==> config.mk <==
export PLATFORM = sky130hd
export DESIGN_NAME = way_alloc_ctrl_flat
export DESIGN_NICKNAME = d
export VERILOG_FILES = /design/src/rtl/way_alloc_if.sv /design/src/rtl/way_alloc_ctrl.sv /design/src/flat_wrapper.sv
export SDC_FILE = /design/constraint.sdc
export NUM_CORES = 1
export LEC_CHECK = 0
export CAP_MARGIN = 20
export CORE_ASPECT_RATIO = 1.4
export CORE_MARGIN = 2
export CORE_UTILIZATION = 60
export DETAILED_ROUTE_END_ITERATION = 10
export DONT_BUFFER_PORTS = 1
export PLACE_DENSITY_LB_ADDON = 0.1
export SLEW_MARGIN = 0
export SYNTH_ARGS = -nofsm -noshare
export SYNTH_HDL_FRONTEND = slang
export SYNTH_SLANG_ARGS = --single-unit
export TNS_END_PERCENT = 1
==> constraint.sdc <==
create_clock -name clock -period 6.8 [get_ports clock]
set_input_delay 1.36 -clock clock [delete_from_list [all_inputs] [get_ports clock]]
set_output_delay 1.36 -clock clock [all_outputs]
set_load 0.1 [all_outputs]
==> src/rtl/way_alloc_if.sv <==
// Handshake bundle between the miss/fill sequencer and
// the way allocation controller.
interface way_alloc_if #(
    parameter int NUM_WAYS   = 8,
    parameter int INDEX_BITS = 4
);
    logic                  alloc_req;
    logic [INDEX_BITS-1:0] alloc_index;
    logic                  alloc_ready;
    logic                  alloc_valid;
    logic [NUM_WAYS-1:0]   alloc_way;
    logic                  alloc_evict;
    logic                  inval_req;
    logic [INDEX_BITS-1:0] inval_index;
    logic [NUM_WAYS-1:0]   inval_way;
    logic                  flush_req;
    logic                  flush_busy;

    modport master (
        output alloc_req,
        output alloc_index,
        input  alloc_ready,
        input  alloc_valid,
        input  alloc_way,
        input  alloc_evict,
        output inval_req,
        output inval_index,
        output inval_way,
        output flush_req,
        input  flush_busy
    );

    modport slave (
        input  alloc_req,
        input  alloc_index,
        output alloc_ready,
        output alloc_valid,
        output alloc_way,
        output alloc_evict,
        input  inval_req,
        input  inval_index,
        input  inval_way,
        input  flush_req,
        output flush_busy
    );
endinterface

==> src/rtl/way_alloc_ctrl.sv <==
// Per-set way allocator: lowest empty way first, round-robin
// victim once the set is full, with invalidate and flush.
module way_alloc_ctrl #(
    parameter int NUM_WAYS   = 8,
    parameter int INDEX_BITS = 4
) (
    input logic       clock,
    input logic       reset,
    way_alloc_if.slave bus
);
    localparam int NUM_SETS = 1 << INDEX_BITS;
    localparam int PTR_BITS = $clog2(NUM_WAYS);

    typedef enum logic [1:0] {
        IDLE,
        LOOKUP,
        GRANT,
        FLUSH
    } state_t;

    state_t                state;
    logic [NUM_WAYS-1:0]   occ  [NUM_SETS];
    logic [PTR_BITS-1:0]   vptr [NUM_SETS];
    logic [INDEX_BITS-1:0] idx;
    logic [INDEX_BITS-1:0] fcnt;
    logic [NUM_WAYS-1:0]   way_q;
    logic                  evict_q;

    logic [NUM_WAYS-1:0]   cur_occ;
    logic [NUM_WAYS-1:0]   free_way;
    logic [NUM_WAYS-1:0]   pick_way;
    logic [NUM_WAYS-1:0]   inval_mask;
    logic                  set_full;
    logic                  inval_ok;

    assign bus.alloc_ready = (state == IDLE);
    assign bus.alloc_valid = (state == GRANT);
    assign bus.flush_busy  = (state == FLUSH);
    assign bus.alloc_way   = way_q;
    assign bus.alloc_evict = evict_q;

    // Way selection for the latched set, from pre-edge occupancy.
    always_comb begin
        cur_occ  = occ[idx];
        set_full = &cur_occ;
        free_way = '0;
        for (int i = NUM_WAYS - 1; i >= 0; i--) begin
            if (!cur_occ[i]) begin
                free_way    = '0;
                free_way[i] = 1'b1;
            end
        end
        if (set_full)
            pick_way = NUM_WAYS'(1) << vptr[idx];
        else
            pick_way = free_way;
        inval_ok = bus.inval_req && (state != FLUSH);
        if (inval_ok && (bus.inval_index == idx))
            inval_mask = bus.inval_way;
        else
            inval_mask = '0;
    end

    // Controller FSM, occupancy/victim state and grant registers.
    always_ff @(posedge clock or negedge reset) begin
        if (!reset) begin
            state   <= IDLE;
            idx     <= '0;
            fcnt    <= '0;
            way_q   <= '0;
            evict_q <= 1'b0;
            for (int s = 0; s < NUM_SETS; s++) begin
                occ[s]  <= '0;
                vptr[s] <= '0;
            end
        end else begin
            if (inval_ok)
                occ[bus.inval_index] <=
                    occ[bus.inval_index] & ~bus.inval_way;
            unique case (state)
                IDLE: begin
                    if (bus.flush_req) begin
                        fcnt  <= '0;
                        state <= FLUSH;
                    end else if (bus.alloc_req) begin
                        idx   <= bus.alloc_index;
                        state <= LOOKUP;
                    end
                end
                LOOKUP: begin
                    way_q    <= pick_way;
                    evict_q  <= set_full;
                    // grant bit wins over a same-edge invalidate
                    occ[idx] <= (cur_occ & ~inval_mask) | pick_way;
                    if (set_full)
                        vptr[idx] <= vptr[idx] + 1'b1;
                    state <= GRANT;
                end
                GRANT: begin
                    state <= IDLE;
                end
                FLUSH: begin
                    occ[fcnt]  <= '0;
                    vptr[fcnt] <= '0;
                    fcnt       <= fcnt + 1'b1;
                    if (&fcnt)
                        state <= IDLE;
                end
            endcase
        end
    end
endmodule

==> src/flat_wrapper.sv <==
// flat-port wrapper written by rule: the top's interface ports become plain ports
module way_alloc_ctrl_flat 
#(
    parameter int NUM_WAYS   = 8,
    parameter int INDEX_BITS = 4
)
  (clock, reset, bus_alloc_req, bus_alloc_index, bus_alloc_ready, bus_alloc_valid, bus_alloc_way, bus_alloc_evict, bus_inval_req, bus_inval_index, bus_inval_way, bus_flush_req, bus_flush_busy);
  way_alloc_if #(.NUM_WAYS(NUM_WAYS), .INDEX_BITS(INDEX_BITS)) bus_i ();
  input logic clock;
  input logic reset;
  input wire logic [$bits(bus_i.alloc_req)-1:0] bus_alloc_req;
  input wire logic [$bits(bus_i.alloc_index)-1:0] bus_alloc_index;
  output wire logic [$bits(bus_i.alloc_ready)-1:0] bus_alloc_ready;
  output wire logic [$bits(bus_i.alloc_valid)-1:0] bus_alloc_valid;
  output wire logic [$bits(bus_i.alloc_way)-1:0] bus_alloc_way;
  output wire logic [$bits(bus_i.alloc_evict)-1:0] bus_alloc_evict;
  input wire logic [$bits(bus_i.inval_req)-1:0] bus_inval_req;
  input wire logic [$bits(bus_i.inval_index)-1:0] bus_inval_index;
  input wire logic [$bits(bus_i.inval_way)-1:0] bus_inval_way;
  input wire logic [$bits(bus_i.flush_req)-1:0] bus_flush_req;
  output wire logic [$bits(bus_i.flush_busy)-1:0] bus_flush_busy;
  assign bus_i.alloc_req = bus_alloc_req;
  assign bus_i.alloc_index = bus_alloc_index;
  assign bus_alloc_ready = bus_i.alloc_ready;
  assign bus_alloc_valid = bus_i.alloc_valid;
  assign bus_alloc_way = bus_i.alloc_way;
  assign bus_alloc_evict = bus_i.alloc_evict;
  assign bus_i.inval_req = bus_inval_req;
  assign bus_i.inval_index = bus_inval_index;
  assign bus_i.inval_way = bus_inval_way;
  assign bus_i.flush_req = bus_flush_req;
  assign bus_flush_busy = bus_i.flush_busy;
  way_alloc_ctrl #(.NUM_WAYS(NUM_WAYS), .INDEX_BITS(INDEX_BITS)) u_core (.clock(clock), .reset(reset), .bus(bus_i));
endmodule
==> metrics.txt, run 1 <==
# TYPE chip_impl_metric gauge
chip_impl_info{name="run_status",value="finished clean"} 1
chip_impl_metric{name="post_cts_resize_count",unit=""} 0
chip_impl_info{name="reg2reg_to",value="u_core.occ[122]"} 1
chip_impl_metric{name="num_antenna_cells",unit=""} 0
chip_impl_metric{name="power.combinational.fraction",unit="%"} 45.8
chip_impl_metric{name="cts_hold_buf",unit=""} 0
chip_impl_metric{name="max-cap-violations",unit=""} 0
chip_impl_metric{name="grt_pass1_wl",unit="um"} 64500
chip_impl_metric{name="sw_frac_of_total",unit="%"} 44.6
chip_impl_metric{name="cp.buffers_inverters",unit=""} 1
chip_impl_info{name="cts_tree",value="yes"} 1
chip_impl_metric{name="cts.reportedPaths.clkPinSlew",unit="ns"} 0.07
chip_impl_metric{name="ys_seq_elements",unit=""} 195
chip_impl_metric{name="yosys.cell_types.count",unit=""} 58
chip_impl_info{name="grt_setup_unrepaired",value="false"} 1
chip_impl_metric{name="yosys.area_share.xor_xnor",unit="%"} 0.355
chip_impl_metric{name="drc_errors",unit=""} 0
chip_impl_metric{name="worst_ep_required_time",unit="ns"} 7.16
chip_impl_metric{name="post_synth_fa_ha_maj_area_fraction",unit="%"} 1.01
chip_impl_metric{name="grt_pass1_vias",unit=""} 10300
chip_impl_metric{name="muxShareOfSynthArea",unit="%"} 29.2
chip_impl_metric{name="leftover_overflow_at_the_end_of_global_routing",unit=""} 0
chip_impl_metric{name="placementRows",unit=""} 62
chip_impl_metric{name="ff2ff_setup_slack",unit="ns"} 2.33
chip_impl_metric{name="clk_latency",unit="ns"} 0.46
chip_impl_metric{name="synthCells",unit=""} 1151
chip_impl_metric{name="pin_count_of_the_biggest_net_entering_global_routing",unit=""} 196
chip_impl_metric{name="horizontal_die_dimension",unit="um"} 125
chip_impl_metric{name="core_area",unit="mm^2"} 0.0203
chip_impl_metric{name="ratio_of_final_minimum_period_to_clock_period",unit="%"} 65.7
chip_impl_info{name="mostFrequentLayoutCells",value="193 x sky130_fd_sc_hd__dfrtp_1, 150 x sky130_fd_sc_hd__nand2_1, 116 x sky130_fd_sc_hd__mux2i_1, 86 x sky130_fd_sc_hd__mux4_2, 53 x sky130_fd_sc_hd__a21oi_1"} 1
chip_impl_metric{name="starting_density",unit="%"} 60.8
chip_impl_metric{name="via_count",unit=""} 10500
chip_impl_metric{name="internal_power",unit="mW"} 3.23
chip_impl_metric{name="design.portCount",unit=""} 33
chip_impl_metric{name="cp_max_fo",unit=""} 32
chip_impl_metric{name="drv_slew",unit=""} 0
chip_impl_metric{name="cts_h_tree_lvls",unit=""} 4
chip_impl_info{name="slowest_stage",value="sky130_fd_sc_hd__dfrtp_2"} 1
chip_impl_metric{name="antenna_found_initial",unit=""} 0
chip_impl_metric{name="grt_use_total",unit="%"} 40.3
chip_impl_info{name="end_kind",value="register"} 1
chip_impl_metric{name="min_path_cells",unit=""} 2
chip_impl_metric{name="routed_wl",unit="um"} 43100
chip_impl_metric{name="total_switching_power",unit="mW"} 2.60
chip_impl_metric{name="cts_buffers",unit=""} 17
chip_impl_info{name="worstHoldStart",value="u_core.vptr[4]"} 1
chip_impl_metric{name="seqCellArea",unit="mm^2"} 0.00488
chip_impl_metric{name="post_drt_via_cell_ratio",unit=""} 7.66
chip_impl_metric{name="max_slew_margin",unit="%"} 16.9
chip_impl_metric{name="synth_edf_count",unit=""} 0
chip_impl_metric{name="synth_sequential_area_ratio",unit="%"} 39.5
chip_impl_metric{name="max_freq",unit="MHz"} 224
chip_impl_info{name="hold_end",value="u_core.vptr[4]"} 1
chip_impl_metric{name="worst_ir_drop_vdd",unit="mV"} 0.358
chip_impl_info{name="worstSetupStartpointType",value="register"} 1
chip_impl_info{name="crit_path_cell_chain",value="buf_4 > mux4_2 > a22oi_1 > nand2_2 > nor4bb_2 > nand4_1 > a31oi_1"} 1
chip_impl_info{name="criticalPathCategory",value="register to register"} 1
chip_impl_metric{name="ant_nets",unit=""} 0
chip_impl_info{name="cp_top_family",value="simple AND/OR/NAND/NOR gates"} 1
chip_impl_metric{name="fp.dieArea",unit="mm^2"} 0.0218
chip_impl_metric{name="portBuffers",unit=""} 0
chip_impl_metric{name="wire_per_inst",unit="um"} 31.5
chip_impl_metric{name="compound_gate_fraction_of_synth_area",unit="%"} 12.3
chip_impl_metric{name="final_gp_congestion",unit=""} 0.996
chip_impl_metric{name="design.final.nets",unit=""} 1129
chip_impl_metric{name="worst_pin_slew",unit="ns"} 1.24
chip_impl_metric{name="layout_cell_share_with_drive_strength_beyond_1",unit="%"} 18.1
chip_impl_metric{name="synth_net_count",unit=""} 1182
chip_impl_info{name="reg2reg_from",value="u_core.idx[1]"} 1
chip_impl_metric{name="hold_viol",unit=""} 0
chip_impl_metric{name="power.density_cell_area",unit="mW/mm^2"} 447
chip_impl_metric{name="reg2regPathDepth",unit=""} 7
chip_impl_metric{name="p_clk_share",unit="%"} 17.1
chip_impl_metric{name="layout_min_cycle_time",unit="ns"} 4.47
chip_impl_info{name="combinational_family_with_the_most_area_after_synthesis",value="multiplexers"} 1
chip_impl_metric{name="setup_viol_count_final",unit=""} 0
chip_impl_metric{name="area_growth_syn_to_layout",unit="%"} 5.53
chip_impl_metric{name="multiInputGateArea",unit="mm^2"} 0.00703
chip_impl_metric{name="critical_path.max_stage_delay",unit="ns"} 0.98
chip_impl_metric{name="async_reset_ff_share",unit="%"} 100
chip_impl_metric{name="finClkSkew",unit="ns"} 0.0143
chip_impl_metric{name="max-clock-path-buffers",unit=""} 2
chip_impl_info{name="worst_hold_path_type",value="register to register"} 1
chip_impl_info{name="clk_root_buffer_cell",value="sky130_fd_sc_hd__clkbuf_16"} 1
chip_impl_metric{name="post_synth.cell_area_avg",unit="um^2"} 10.7
chip_impl_metric{name="critPathArrivalTime",unit="ns"} 4.83
chip_impl_metric{name="die_h",unit="um"} 174
chip_impl_metric{name="drtPass1Iterations",unit=""} 8
chip_impl_metric{name="yosys.area_share.simple",unit="%"} 13.7
chip_impl_metric{name="dpl.hpwl",unit="um"} 28500
chip_impl_info{name="prevailing_post_synth_register_cell",value="sky130_fd_sc_hd__dfrtp_1"} 1
chip_impl_metric{name="static-leakage-power",unit="nW"} 5.40
chip_impl_metric{name="fillCellCount",unit=""} 1652
chip_impl_metric{name="synthesis.yosys.warnings",unit=""} 0
chip_impl_info{name="commonest_non_fill_non_tap_cell_in_the_layout",value="sky130_fd_sc_hd__dfrtp_1"} 1
chip_impl_metric{name="postcts_setup_bufs",unit=""} 0
chip_impl_metric{name="total_power",unit="mW"} 5.83
chip_impl_metric{name="drt_first_iter_violations",unit=""} 1560
chip_impl_metric{name="synthesis.area",unit="mm^2"} 0.0124
chip_impl_metric{name="final.setup.tns",unit="ns"} 0
chip_impl_metric{name="numClockSinks",unit=""} 195
chip_impl_metric{name="share_seq_of_total_power",unit="%"} 37.2
## stage by stage
stage	cell area [um^2]	utilization, %	worst slack, ns	hold WS (ns)	cells
2_1_floorplan	12400	-	2.93	0.496	1151
3_3_place_gp	12500	61.3	2.67	0.508	1333
3_5_place_dp	12500	61.3	2.51	0.516	1333
4_1_cts	13000	64.1	2.48	0.525	1365
5_1_grt	13000	64.1	2.19	0.547	1367
6_report	13000	64.1	2.33	0.522	1367
## cell families after synthesis
logic type | Yosys count
XOR/XNOR | 5
flip-flops | 195
AND/OR/NAND/NOR | 348
multiplexers | 247
buffers and inverters | 112
AO/OA/AOI/OAI | 234
adder cells (fa/ha/maj) | 10
## synthesized netlist by cell type, types with 3 or more instances
library cell                 n  area, um^2
sky130_fd_sc_hd__buf_4       4        30.0
sky130_fd_sc_hd__nor3_1     27         135
sky130_fd_sc_hd__a211oi_1    4        30.0
sky130_fd_sc_hd__mux4_2     86        1940
sky130_fd_sc_hd__xnor2_1     5        43.8
sky130_fd_sc_hd__and3_1      8        50.1
sky130_fd_sc_hd__and2_1     26         163
sky130_fd_sc_hd__inv_1      13        48.8
sky130_fd_sc_hd__o32ai_1    25         219
sky130_fd_sc_hd__a31oi_1    33         206
sky130_fd_sc_hd__nor3b_1     6        45.0
sky130_fd_sc_hd__nor4_1      5        31.3
sky130_fd_sc_hd__nand3_1    36         180
sky130_fd_sc_hd__clkbuf_1   58         218
sky130_fd_sc_hd__ha_1       10         125
sky130_fd_sc_hd__o21bai_1   10        75.1
sky130_fd_sc_hd__o22ai_1    18         113
sky130_fd_sc_hd__o31a_1     13         114
sky130_fd_sc_hd__nor2_1     39         146
sky130_fd_sc_hd__nand4_1    18         113
sky130_fd_sc_hd__a21oi_1    53         265
sky130_fd_sc_hd__mux2_2     45         507
sky130_fd_sc_hd__o21ai_1     4        20.0
sky130_fd_sc_hd__nor2b_1    12        75.1
sky130_fd_sc_hd__dfrtp_1   195        4880
sky130_fd_sc_hd__nand2b_1    3        18.8
sky130_fd_sc_hd__and4_1      9        78.8
sky130_fd_sc_hd__mux2i_1   116        1160
sky130_fd_sc_hd__o21ai_0    44         220
sky130_fd_sc_hd__buf_2      31         155
sky130_fd_sc_hd__o31ai_1    12        90.1
sky130_fd_sc_hd__nand2_1   150         563
## worst max path at each step
stage,start,to,depth (start not counted)
4_1_cts,u_core.idx[1],u_core.occ[122],7
2_1_floorplan,bus_inval_index[0],u_core.occ[6],9
3_3_place_gp,u_core.idx[1],u_core.occ[122],7
6_report,u_core.idx[1],u_core.occ[122],7
3_5_place_dp,u_core.idx[1],u_core.occ[122],7
5_1_grt,u_core.idx[1],u_core.occ[10],7
## worst register-to-register path, cell delays in order (launching register included)
cell,delay [ns]
sky130_fd_sc_hd__dfrtp_2,0.98
sky130_fd_sc_hd__buf_4,0.47
sky130_fd_sc_hd__mux4_2,0.27
sky130_fd_sc_hd__a22oi_1,0.10
sky130_fd_sc_hd__nand2_2,0.23
sky130_fd_sc_hd__nor4bb_2,0.98
sky130_fd_sc_hd__nand4_1,0.93
sky130_fd_sc_hd__a31oi_1,0.42
## power by group through the flow
| stage | clock (mW) | sequential (mW) | combinational [mW] |
|---|---|---|---|
| finish | 0.995 | 2.17 | 2.67 |
| global route | 1.03 | 2.21 | 2.80 |
| CTS | 0.990 | 2.14 | 2.56 |
| detailed placement | 0 | 2.16 | 2.55 |
| global placement | 0 | 2.14 | 2.50 |
| floorplan | 0 | 1.85 | 2.10 |
## flip-flops by register name, summed over array words and instances, names as in the netlist
register,flops
u_core.bus.alloc_evict,1
u_core.idx,4
u_core.fcnt,4
u_core.bus.alloc_way,8
u_core.vptr,48
u_core.occ,128
u_core.state,2
## layout make-up
class                           count  share of cell area (%)
Tap cell                          256                    2.46
Clock buffer                       25                    3.72
Inverter                           15                   0.432
Clock inverter                      7                   0.576
Sequential cell                   195                    37.5
Timing Repair Buffer               25                    1.44
Multi-Input combinational cell    844                    53.9
## layer usage
metal	part of all wire, %	GRT usage (%)	vias up
li1	-	-	4253
met1	34	49.6	5161
met2	48	65.0	824
met3	9.9	7.65	236
met4	8.1	26.6	0
met5	0	0	-
(Power assumes the default switching activity.)
==> inputs of run 2 (changes only) <==
==> constraint.sdc (replaced) <==
create_clock -name clock -period 4.2 [get_ports clock]
set_input_delay 0.84 -clock clock [delete_from_list [all_inputs] [get_ports clock]]
set_output_delay 0.84 -clock clock [all_outputs]
set_load 0.1 [all_outputs]
==> metrics.txt, run 2 (same netlist as run 1, synthesis figures left out) <==
# TYPE chip_impl_metric gauge
chip_impl_metric{name="max-cap-violations",unit=""} 0
chip_impl_metric{name="grt_pass1_vias",unit=""} 10300
chip_impl_metric{name="layout_cell_share_with_drive_strength_beyond_1",unit="%"} 19.8
chip_impl_metric{name="drv_slew",unit=""} 0
chip_impl_metric{name="hold-worst-slack",unit="ns"} 0.0732
chip_impl_metric{name="worst_pin_slew",unit="ns"} 1.05
chip_impl_metric{name="cts.reportedPaths.clkPinSlew",unit="ns"} 0.07
chip_impl_metric{name="p_clk_share",unit="%"} 18.7
chip_impl_metric{name="power.density_cell_area",unit="mW/mm^2"} 734
chip_impl_metric{name="final.setup.tns",unit="ns"} 0
chip_impl_metric{name="via_count",unit=""} 10300
chip_impl_metric{name="wire_per_inst",unit="um"} 29.2
chip_impl_metric{name="fp.dieArea",unit="mm^2"} 0.0218
chip_impl_metric{name="max-clock-path-buffers",unit=""} 2
chip_impl_metric{name="share_seq_of_total_power",unit="%"} 34.5
chip_impl_metric{name="grt_use_total",unit="%"} 38.2
chip_impl_metric{name="post-route-worst-setup-slack",unit="ns"} 0.679
chip_impl_info{name="commonest_non_fill_non_tap_cell_in_the_layout",value="sky130_fd_sc_hd__dfrtp_1"} 1
chip_impl_metric{name="grt_pass1_wl",unit="um"} 62100
chip_impl_metric{name="max_slew_margin",unit="%"} 29.4
chip_impl_info{name="run_status",value="finished clean"} 1
chip_impl_metric{name="ant_nets",unit=""} 0
chip_impl_metric{name="drc_errors",unit=""} 0
chip_impl_metric{name="leftover_overflow_at_the_end_of_global_routing",unit=""} 0
chip_impl_metric{name="cts_hold_buf",unit=""} 0
chip_impl_metric{name="horizontal_die_dimension",unit="um"} 125
chip_impl_metric{name="die_h",unit="um"} 174
chip_impl_metric{name="area_growth_syn_to_layout",unit="%"} 7.67
chip_impl_metric{name="largest_register_ff_count",unit=""} 128
chip_impl_metric{name="critPathArrivalTime",unit="ns"} 3.84
chip_impl_metric{name="clk_latency",unit="ns"} 0.46
chip_impl_metric{name="share_of_the_core_filled_with_cells",unit="%"} 65.4
chip_impl_metric{name="antenna_found_initial",unit=""} 0
chip_impl_info{name="regMostFlops",value="u_core.occ"} 1
chip_impl_metric{name="sw_frac_of_total",unit="%"} 43.0
chip_impl_metric{name="worst_ep_required_time",unit="ns"} 4.52
chip_impl_metric{name="dp_slack",unit="ns"} 0.703
chip_impl_metric{name="post_drt_via_cell_ratio",unit=""} 7.43
chip_impl_metric{name="design.final.nets",unit=""} 1150
chip_impl_metric{name="core_area",unit="mm^2"} 0.0203
chip_impl_metric{name="cp_max_fo",unit=""} 19
chip_impl_metric{name="worst_ir_drop_vdd",unit="mV"} 0.547
chip_impl_metric{name="max_freq",unit="MHz"} 284
chip_impl_metric{name="static-leakage-power",unit="nW"} 5.56
chip_impl_info{name="clk_root_buffer_cell",value="sky130_fd_sc_hd__clkbuf_16"} 1
chip_impl_metric{name="total_switching_power",unit="mW"} 4.20
chip_impl_metric{name="placementRows",unit=""} 62
chip_impl_metric{name="routed_wl",unit="um"} 40600
chip_impl_metric{name="num_antenna_cells",unit=""} 0
chip_impl_metric{name="hold_viol",unit=""} 0
chip_impl_metric{name="internal_power",unit="mW"} 5.57
chip_impl_metric{name="dpl.hpwl",unit="um"} 28300
chip_impl_metric{name="layout_min_cycle_time",unit="ns"} 3.52
chip_impl_info{name="cts_tree",value="yes"} 1
chip_impl_info{name="mostFrequentLayoutCells",value="193 x sky130_fd_sc_hd__dfrtp_1, 150 x sky130_fd_sc_hd__nand2_1, 116 x sky130_fd_sc_hd__mux2i_1, 86 x sky130_fd_sc_hd__mux4_2, 53 x sky130_fd_sc_hd__a21oi_1"} 1
chip_impl_metric{name="portBuffers",unit=""} 0
chip_impl_metric{name="cts_h_tree_lvls",unit=""} 4
chip_impl_info{name="worst_hold_path_type",value="primary input to async pin"} 1
chip_impl_metric{name="power.combinational.fraction",unit="%"} 46.8
chip_impl_metric{name="numClockSinks",unit=""} 195
chip_impl_info{name="end_kind",value="register"} 1
chip_impl_metric{name="postcts_setup_bufs",unit=""} 0
chip_impl_info{name="grt_setup_unrepaired",value="false"} 1
chip_impl_metric{name="drtPass1Iterations",unit=""} 6
chip_impl_info{name="criticalPathCategory",value="register to register"} 1
chip_impl_metric{name="drt_first_iter_violations",unit=""} 1186
chip_impl_metric{name="design.portCount",unit=""} 33
chip_impl_metric{name="post_cts_resize_count",unit=""} 0
chip_impl_metric{name="ratio_of_final_minimum_period_to_clock_period",unit="%"} 83.8
chip_impl_metric{name="starting_density",unit="%"} 60.8
chip_impl_metric{name="cts_buffers",unit=""} 17
chip_impl_metric{name="pin_count_of_the_biggest_net_entering_global_routing",unit=""} 196
chip_impl_metric{name="final_gp_congestion",unit=""} 0.937
chip_impl_info{name="worstSetupStartpointType",value="register"} 1
chip_impl_metric{name="finClkSkew",unit="ns"} 0.0116
chip_impl_metric{name="setup_viol_count_final",unit=""} 0
run 2: metrics by stage:
step           std cells  area (um^2)  total power, mW
2_1_floorplan       1151        12400             6.39
3_3_place_gp        1355        12600             7.68
3_5_place_dp        1355        12600             7.79
4_1_cts             1387        13300             9.61
5_1_grt             1388        13300             10.1
6_report            1388        13300             9.77
run 2: path summary, 6_finish.rpt:
path                                    to  depth (start not counted)  slack, ns             from
max                          u_core.occ[7]                          8       0.68    u_core.idx[0]
max reg2reg                  u_core.occ[7]                          8       0.68    u_core.idx[0]
max in group asynchronous    u_core.occ[1]                          0       3.63            reset
min                         u_core.occ[48]                          0       0.07            reset
min in group clock         u_core.vptr[41]                          2       0.52  u_core.vptr[41]
min reg2reg                u_core.vptr[41]                          2       0.52  u_core.vptr[41]
run 2: routing by layer:
metal | track usage, % | vias to the layer above | part of all wire, %
met5 | 0 | - | 0
met4 | 23.1 | 0 | 7.1
met3 | 6.70 | 182 | 9.0
met2 | 62.7 | 730 | 49
met1 | 47.3 | 5098 | 35
li1 | - | 4301 | -
run 2: power groups by stage:
stage | Sequential (mW) | Combinational (mW) | Clock [mW]
floorplan | 2.99 | 3.40 | 0
global placement | 3.32 | 4.35 | 0
detailed placement | 3.36 | 4.43 | 0
CTS | 3.33 | 4.45 | 1.83
global route | 3.42 | 4.80 | 1.90
finish | 3.37 | 4.57 | 1.82
run 2: critical path, stage by stage (launching register included):
cell,delay [ns]
sky130_fd_sc_hd__dfrtp_4,0.64
sky130_fd_sc_hd__mux4_2,0.61
sky130_fd_sc_hd__mux4_2,0.71
sky130_fd_sc_hd__ha_1,0.32
sky130_fd_sc_hd__ha_1,0.19
sky130_fd_sc_hd__nand2b_1,0.17
sky130_fd_sc_hd__a41oi_2,0.34
sky130_fd_sc_hd__buf_4,0.27
sky130_fd_sc_hd__o21ai_0,0.11
run 2: layout make-up:
| type | count | area [um^2] |
|---|---|---|
| Fill cell | 1614 | 7030 |
| Multi-Input combinational cell | 844 | 7020 |
| Timing Repair Buffer | 46 | 370 |
| Clock inverter | 8 | 146 |
| Sequential cell | 195 | 4880 |
| Inverter | 15 | 56.3 |
| Tap cell | 256 | 320 |
| Clock buffer | 24 | 502 |
==> inputs of run 3 (changes only) <==
--- a/config.mk
+++ b/config.mk
@@ -5,6 +5,7 @@
 export SDC_FILE = /design/constraint.sdc
 export NUM_CORES = 1
 export LEC_CHECK = 0
+export ABC_AREA = 1
 export CAP_MARGIN = 20
 export CORE_ASPECT_RATIO = 1.4
 export CORE_MARGIN = 2
==> constraint.sdc (replaced) <==
create_clock -name clock -period 3.25 [get_ports clock]
set_input_delay 0.65 -clock clock [delete_from_list [all_inputs] [get_ports clock]]
set_output_delay 0.65 -clock clock [all_outputs]
set_load 0.1 [all_outputs]
==> metrics.txt, run 3 <==
# TYPE chip_impl_metric gauge
chip_impl_metric{name="synthesis.area",unit="mm^2"} 0.0138
chip_impl_metric{name="multiInputGateArea",unit="mm^2"} 0.00725
chip_impl_info{name="criticalPathCategory",value="register to register"} 1
chip_impl_info{name="yosys-top-cells-area",value="sky130_fd_sc_hd__dfrtp_1 35%, sky130_fd_sc_hd__nand2_1 19%, sky130_fd_sc_hd__inv_1 7.5%"} 1
chip_impl_info{name="yosysMostFrequentCell",value="sky130_fd_sc_hd__nand2_1"} 1
chip_impl_metric{name="worst_ir_drop_vdd",unit="mV"} 0.492
chip_impl_metric{name="routed_wl",unit="um"} 50600
chip_impl_metric{name="stdcell_area",unit="mm^2"} 0.0147
chip_impl_info{name="worstSetupStartpointType",value="register"} 1
chip_impl_metric{name="cts_buffers",unit=""} 17
chip_impl_metric{name="max-cap-violations",unit=""} 0
chip_impl_metric{name="design.final.nets",unit=""} 2104
chip_impl_metric{name="drtPass1Iterations",unit=""} 5
chip_impl_metric{name="total_switching_power",unit="mW"} 7.73
chip_impl_metric{name="synth_sequential_area_ratio",unit="%"} 35.4
chip_impl_metric{name="max_freq",unit="MHz"} 323
chip_impl_info{name="prevailing_post_synth_register_cell",value="sky130_fd_sc_hd__dfrtp_1"} 1
chip_impl_info{name="reg2reg_to",value="u_core.occ[114]"} 1
chip_impl_info{name="regMostFlops",value="u_core.occ"} 1
chip_impl_metric{name="power.combinational.fraction",unit="%"} 55.4
chip_impl_metric{name="num_antenna_cells",unit=""} 0
chip_impl_metric{name="max-clock-path-buffers",unit=""} 2
chip_impl_metric{name="clk_latency",unit="ns"} 0.45
chip_impl_info{name="failed_checks",value="negative hold slack"} 1
chip_impl_metric{name="synth_edf_count",unit=""} 0
chip_impl_info{name="commonest_non_fill_non_tap_cell_in_the_layout",value="sky130_fd_sc_hd__nand2_1"} 1
chip_impl_metric{name="cp_max_fo",unit=""} 33
chip_impl_metric{name="antenna_found_initial",unit=""} 1
chip_impl_metric{name="critPathArrivalTime",unit="ns"} 3.42
chip_impl_metric{name="drc_errors",unit=""} 0
chip_impl_metric{name="via_count",unit=""} 14700
chip_impl_metric{name="grt_use_total",unit="%"} 42.1
chip_impl_metric{name="area_growth_syn_to_layout",unit="%"} 6.79
chip_impl_metric{name="total_power",unit="mW"} 14.7
chip_impl_metric{name="fp.dieArea",unit="mm^2"} 0.0242
chip_impl_metric{name="static-leakage-power",unit="nW"} 7.48
chip_impl_metric{name="starting_density",unit="%"} 61.1
chip_impl_metric{name="hold-worst-slack",unit="ns"} -0.110
chip_impl_metric{name="portBuffers",unit=""} 0
chip_impl_metric{name="fillCellCount",unit=""} 2196
chip_impl_metric{name="hold_viol",unit=""} 195
chip_impl_metric{name="setup_viol_count_final",unit=""} 0
chip_impl_info{name="clk_root_buffer_cell",value="sky130_fd_sc_hd__clkbuf_16"} 1
chip_impl_metric{name="dpl.hpwl",unit="um"} 34800
chip_impl_metric{name="post_drt_via_cell_ratio",unit=""} 6.18
chip_impl_info{name="grt_setup_unrepaired",value="false"} 1
chip_impl_metric{name="ys_seq_elements",unit=""} 195
chip_impl_metric{name="die_h",unit="um"} 183
chip_impl_info{name="end_kind",value="register"} 1
chip_impl_metric{name="core_area",unit="mm^2"} 0.0225
chip_impl_metric{name="worst_ep_required_time",unit="ns"} 3.58
chip_impl_metric{name="pin_count_of_the_biggest_net_entering_global_routing",unit=""} 196
chip_impl_metric{name="leftover_overflow_at_the_end_of_global_routing",unit=""} 0
chip_impl_metric{name="numClockSinks",unit=""} 195
chip_impl_metric{name="cts_h_tree_lvls",unit=""} 4
chip_impl_metric{name="instances_no_fill",unit=""} 2386
chip_impl_metric{name="synthCells",unit=""} 2117
chip_impl_metric{name="final.setup.tns",unit="ns"} 0
chip_impl_info{name="mostFrequentLayoutCells",value="713 x sky130_fd_sc_hd__nand2_1, 276 x sky130_fd_sc_hd__inv_1, 204 x sky130_fd_sc_hd__o21ai_0, 193 x sky130_fd_sc_hd__dfrtp_1, 128 x sky130_fd_sc_hd__a21oi_1"} 1
chip_impl_metric{name="reg2regPathDepth",unit=""} 13
chip_impl_metric{name="sw_frac_of_total",unit="%"} 52.4
chip_impl_info{name="worst_hold_path_type",value="primary input to async pin"} 1
chip_impl_info{name="synth_area_leader_cell",value="sky130_fd_sc_hd__dfrtp_1"} 1
chip_impl_metric{name="max_slew_margin",unit="%"} 35.9
chip_impl_metric{name="postcts_setup_bufs",unit=""} 0
chip_impl_metric{name="seqCellArea",unit="mm^2"} 0.00488
chip_impl_info{name="yosys-top-cells-count",value="714 x sky130_fd_sc_hd__nand2_1, 277 x sky130_fd_sc_hd__inv_1, 204 x sky130_fd_sc_hd__o21ai_0"} 1
chip_impl_metric{name="layout_min_cycle_time",unit="ns"} 3.09
chip_impl_metric{name="finClkSkew",unit="ns"} 0.0128
chip_impl_metric{name="yosys.cell_types.count",unit=""} 37
chip_impl_metric{name="layout_cell_share_with_drive_strength_beyond_1",unit="%"} 6.28
chip_impl_info{name="run_status",value="finished, violations left"} 1
chip_impl_metric{name="cts.reportedPaths.clkPinSlew",unit="ns"} 0.07
chip_impl_metric{name="ratio_of_final_minimum_period_to_clock_period",unit="%"} 95.2
chip_impl_metric{name="p_clk_share",unit="%"} 16.5
chip_impl_metric{name="share_of_the_core_filled_with_cells",unit="%"} 65.3
chip_impl_metric{name="drv_slew",unit=""} 0
chip_impl_metric{name="ant_nets",unit=""} 0
chip_impl_metric{name="design.portCount",unit=""} 33
chip_impl_metric{name="placement.cell_area",unit="mm^2"} 0.0140
chip_impl_metric{name="share_seq_of_total_power",unit="%"} 28.1
chip_impl_info{name="reg2reg_from",value="u_core.idx[1]"} 1
chip_impl_metric{name="post_synth.cell_area_avg",unit="um^2"} 6.51
chip_impl_metric{name="worst_pin_slew",unit="ns"} 0.958
chip_impl_metric{name="final_gp_congestion",unit=""} 0.991
chip_impl_metric{name="ff2ff_setup_slack",unit="ns"} 0.16
chip_impl_metric{name="dp_slack",unit="ns"} 0.234
chip_impl_metric{name="synth_net_count",unit=""} 2148
chip_impl_metric{name="grt_pass1_wl",unit="um"} 77800
chip_impl_info{name="cts_tree",value="yes"} 1
chip_impl_metric{name="post-route-worst-setup-slack",unit="ns"} 0.157
chip_impl_metric{name="placed_cells",unit=""} 2355
chip_impl_metric{name="drt_first_iter_violations",unit=""} 1847
chip_impl_metric{name="placementRows",unit=""} 65
chip_impl_metric{name="power.density_cell_area",unit="mW/mm^2"} 1000
chip_impl_metric{name="synthesis.yosys.warnings",unit=""} 0
chip_impl_metric{name="internal_power",unit="mW"} 7.01
chip_impl_metric{name="synth_top_cell_area_share",unit="%"} 35.4
chip_impl_metric{name="largest_register_ff_count",unit=""} 128
chip_impl_metric{name="wire_per_inst",unit="um"} 21.2
chip_impl_metric{name="horizontal_die_dimension",unit="um"} 132
chip_impl_metric{name="grt_pass1_vias",unit=""} 14000
chip_impl_metric{name="async_reset_ff_share",unit="%"} 100
run 3: cell count changes in the layout (fill, tap and decap cells not counted), sizes merged, moves of 27 or more:
cell and delta:
a21oi +75, nand4 +38, nand2 +583, o22ai +69, mux4 -86, nand3 +72, and2 -27, nor2 +82
mux2i -116, mux2 -45, a31oi -27, inv +269, o21ai +188
run 3: worst max-delay path by stage:
stage                  startpoint  slack (ns)         endpoint
floorplan           u_core.idx[0]        0.38   u_core.vptr[5]
global placement    u_core.idx[0]        0.32   u_core.occ[54]
detailed placement  u_core.idx[0]        0.23   u_core.occ[46]
CTS                 u_core.idx[0]        0.21   u_core.occ[46]
global route        u_core.idx[0]        0.02  u_core.occ[116]
finish              u_core.idx[1]        0.16  u_core.occ[114]
run 3: repair_timing:
item	CTS	global route
gates resized for setup	0	2
endpoints found under the setup margin	0	20
endpoints found under the hold margin	195	195
run 3: power groups by stage:
| stage | Sequential, mW | Clock [mW] | Combinational [mW] |
|---|---|---|---|
| CTS | 4.13 | 2.44 | 7.88 |
| detailed placement | 4.17 | 0 | 7.83 |
| finish | 4.15 | 2.43 | 8.16 |
| global placement | 4.15 | 0 | 7.72 |
| floorplan | 4.00 | 0 | 5.78 |
| global route | 4.24 | 2.53 | 8.85 |
run 3: kinds of logic (layout without fill, tap and decap cells):
kind of cell,after synthesis,in the layout,synth area share (%)
AOI/OAI and AO/OA,496,496,20.0
and+or+nand+nor,1022,1022,31.4
buffers and inverters,392,360,12.1
xor gates and xnor gates,2,2,0.127
adders and majority gates,10,10,0.908
DFF,195,195,35.4
run 3: cell type report:
class	instances	area share, %
flip-flops and latches	195	33.2
well taps	301	2.56
clock buffers	23	3.32
inverters	282	7.20
multi-input cells	1530	49.3
clock inverters	8	1.18
repair buffers	47	3.25
run 3: critical path, cell delays in order (launching register included):
cell                      delay (ns)
sky130_fd_sc_hd__dfrtp_1        0.41
sky130_fd_sc_hd__buf_12         0.25
sky130_fd_sc_hd__nor2_1         0.14
sky130_fd_sc_hd__inv_1          0.21
sky130_fd_sc_hd__o22ai_1        0.11
sky130_fd_sc_hd__o21ai_0        0.17
sky130_fd_sc_hd__nand4_1        0.30
sky130_fd_sc_hd__ha_1           0.32
sky130_fd_sc_hd__inv_1          0.08
sky130_fd_sc_hd__nor2_1         0.06
sky130_fd_sc_hd__nand3_2        0.13
sky130_fd_sc_hd__nand3_2        0.48
sky130_fd_sc_hd__nand2_1        0.21
sky130_fd_sc_hd__nand2_1        0.07
run 3: routing by layer:
layer	share of wire, %	wire length, um	track usage [%]	vias up
met5	0	0	0	-
met4	9.2	4670	34.6	0
met3	9.2	4660	7.30	257
met2	46	23200	67.0	911
met1	36	18100	50.1	6772
li1	-	-	-	6805
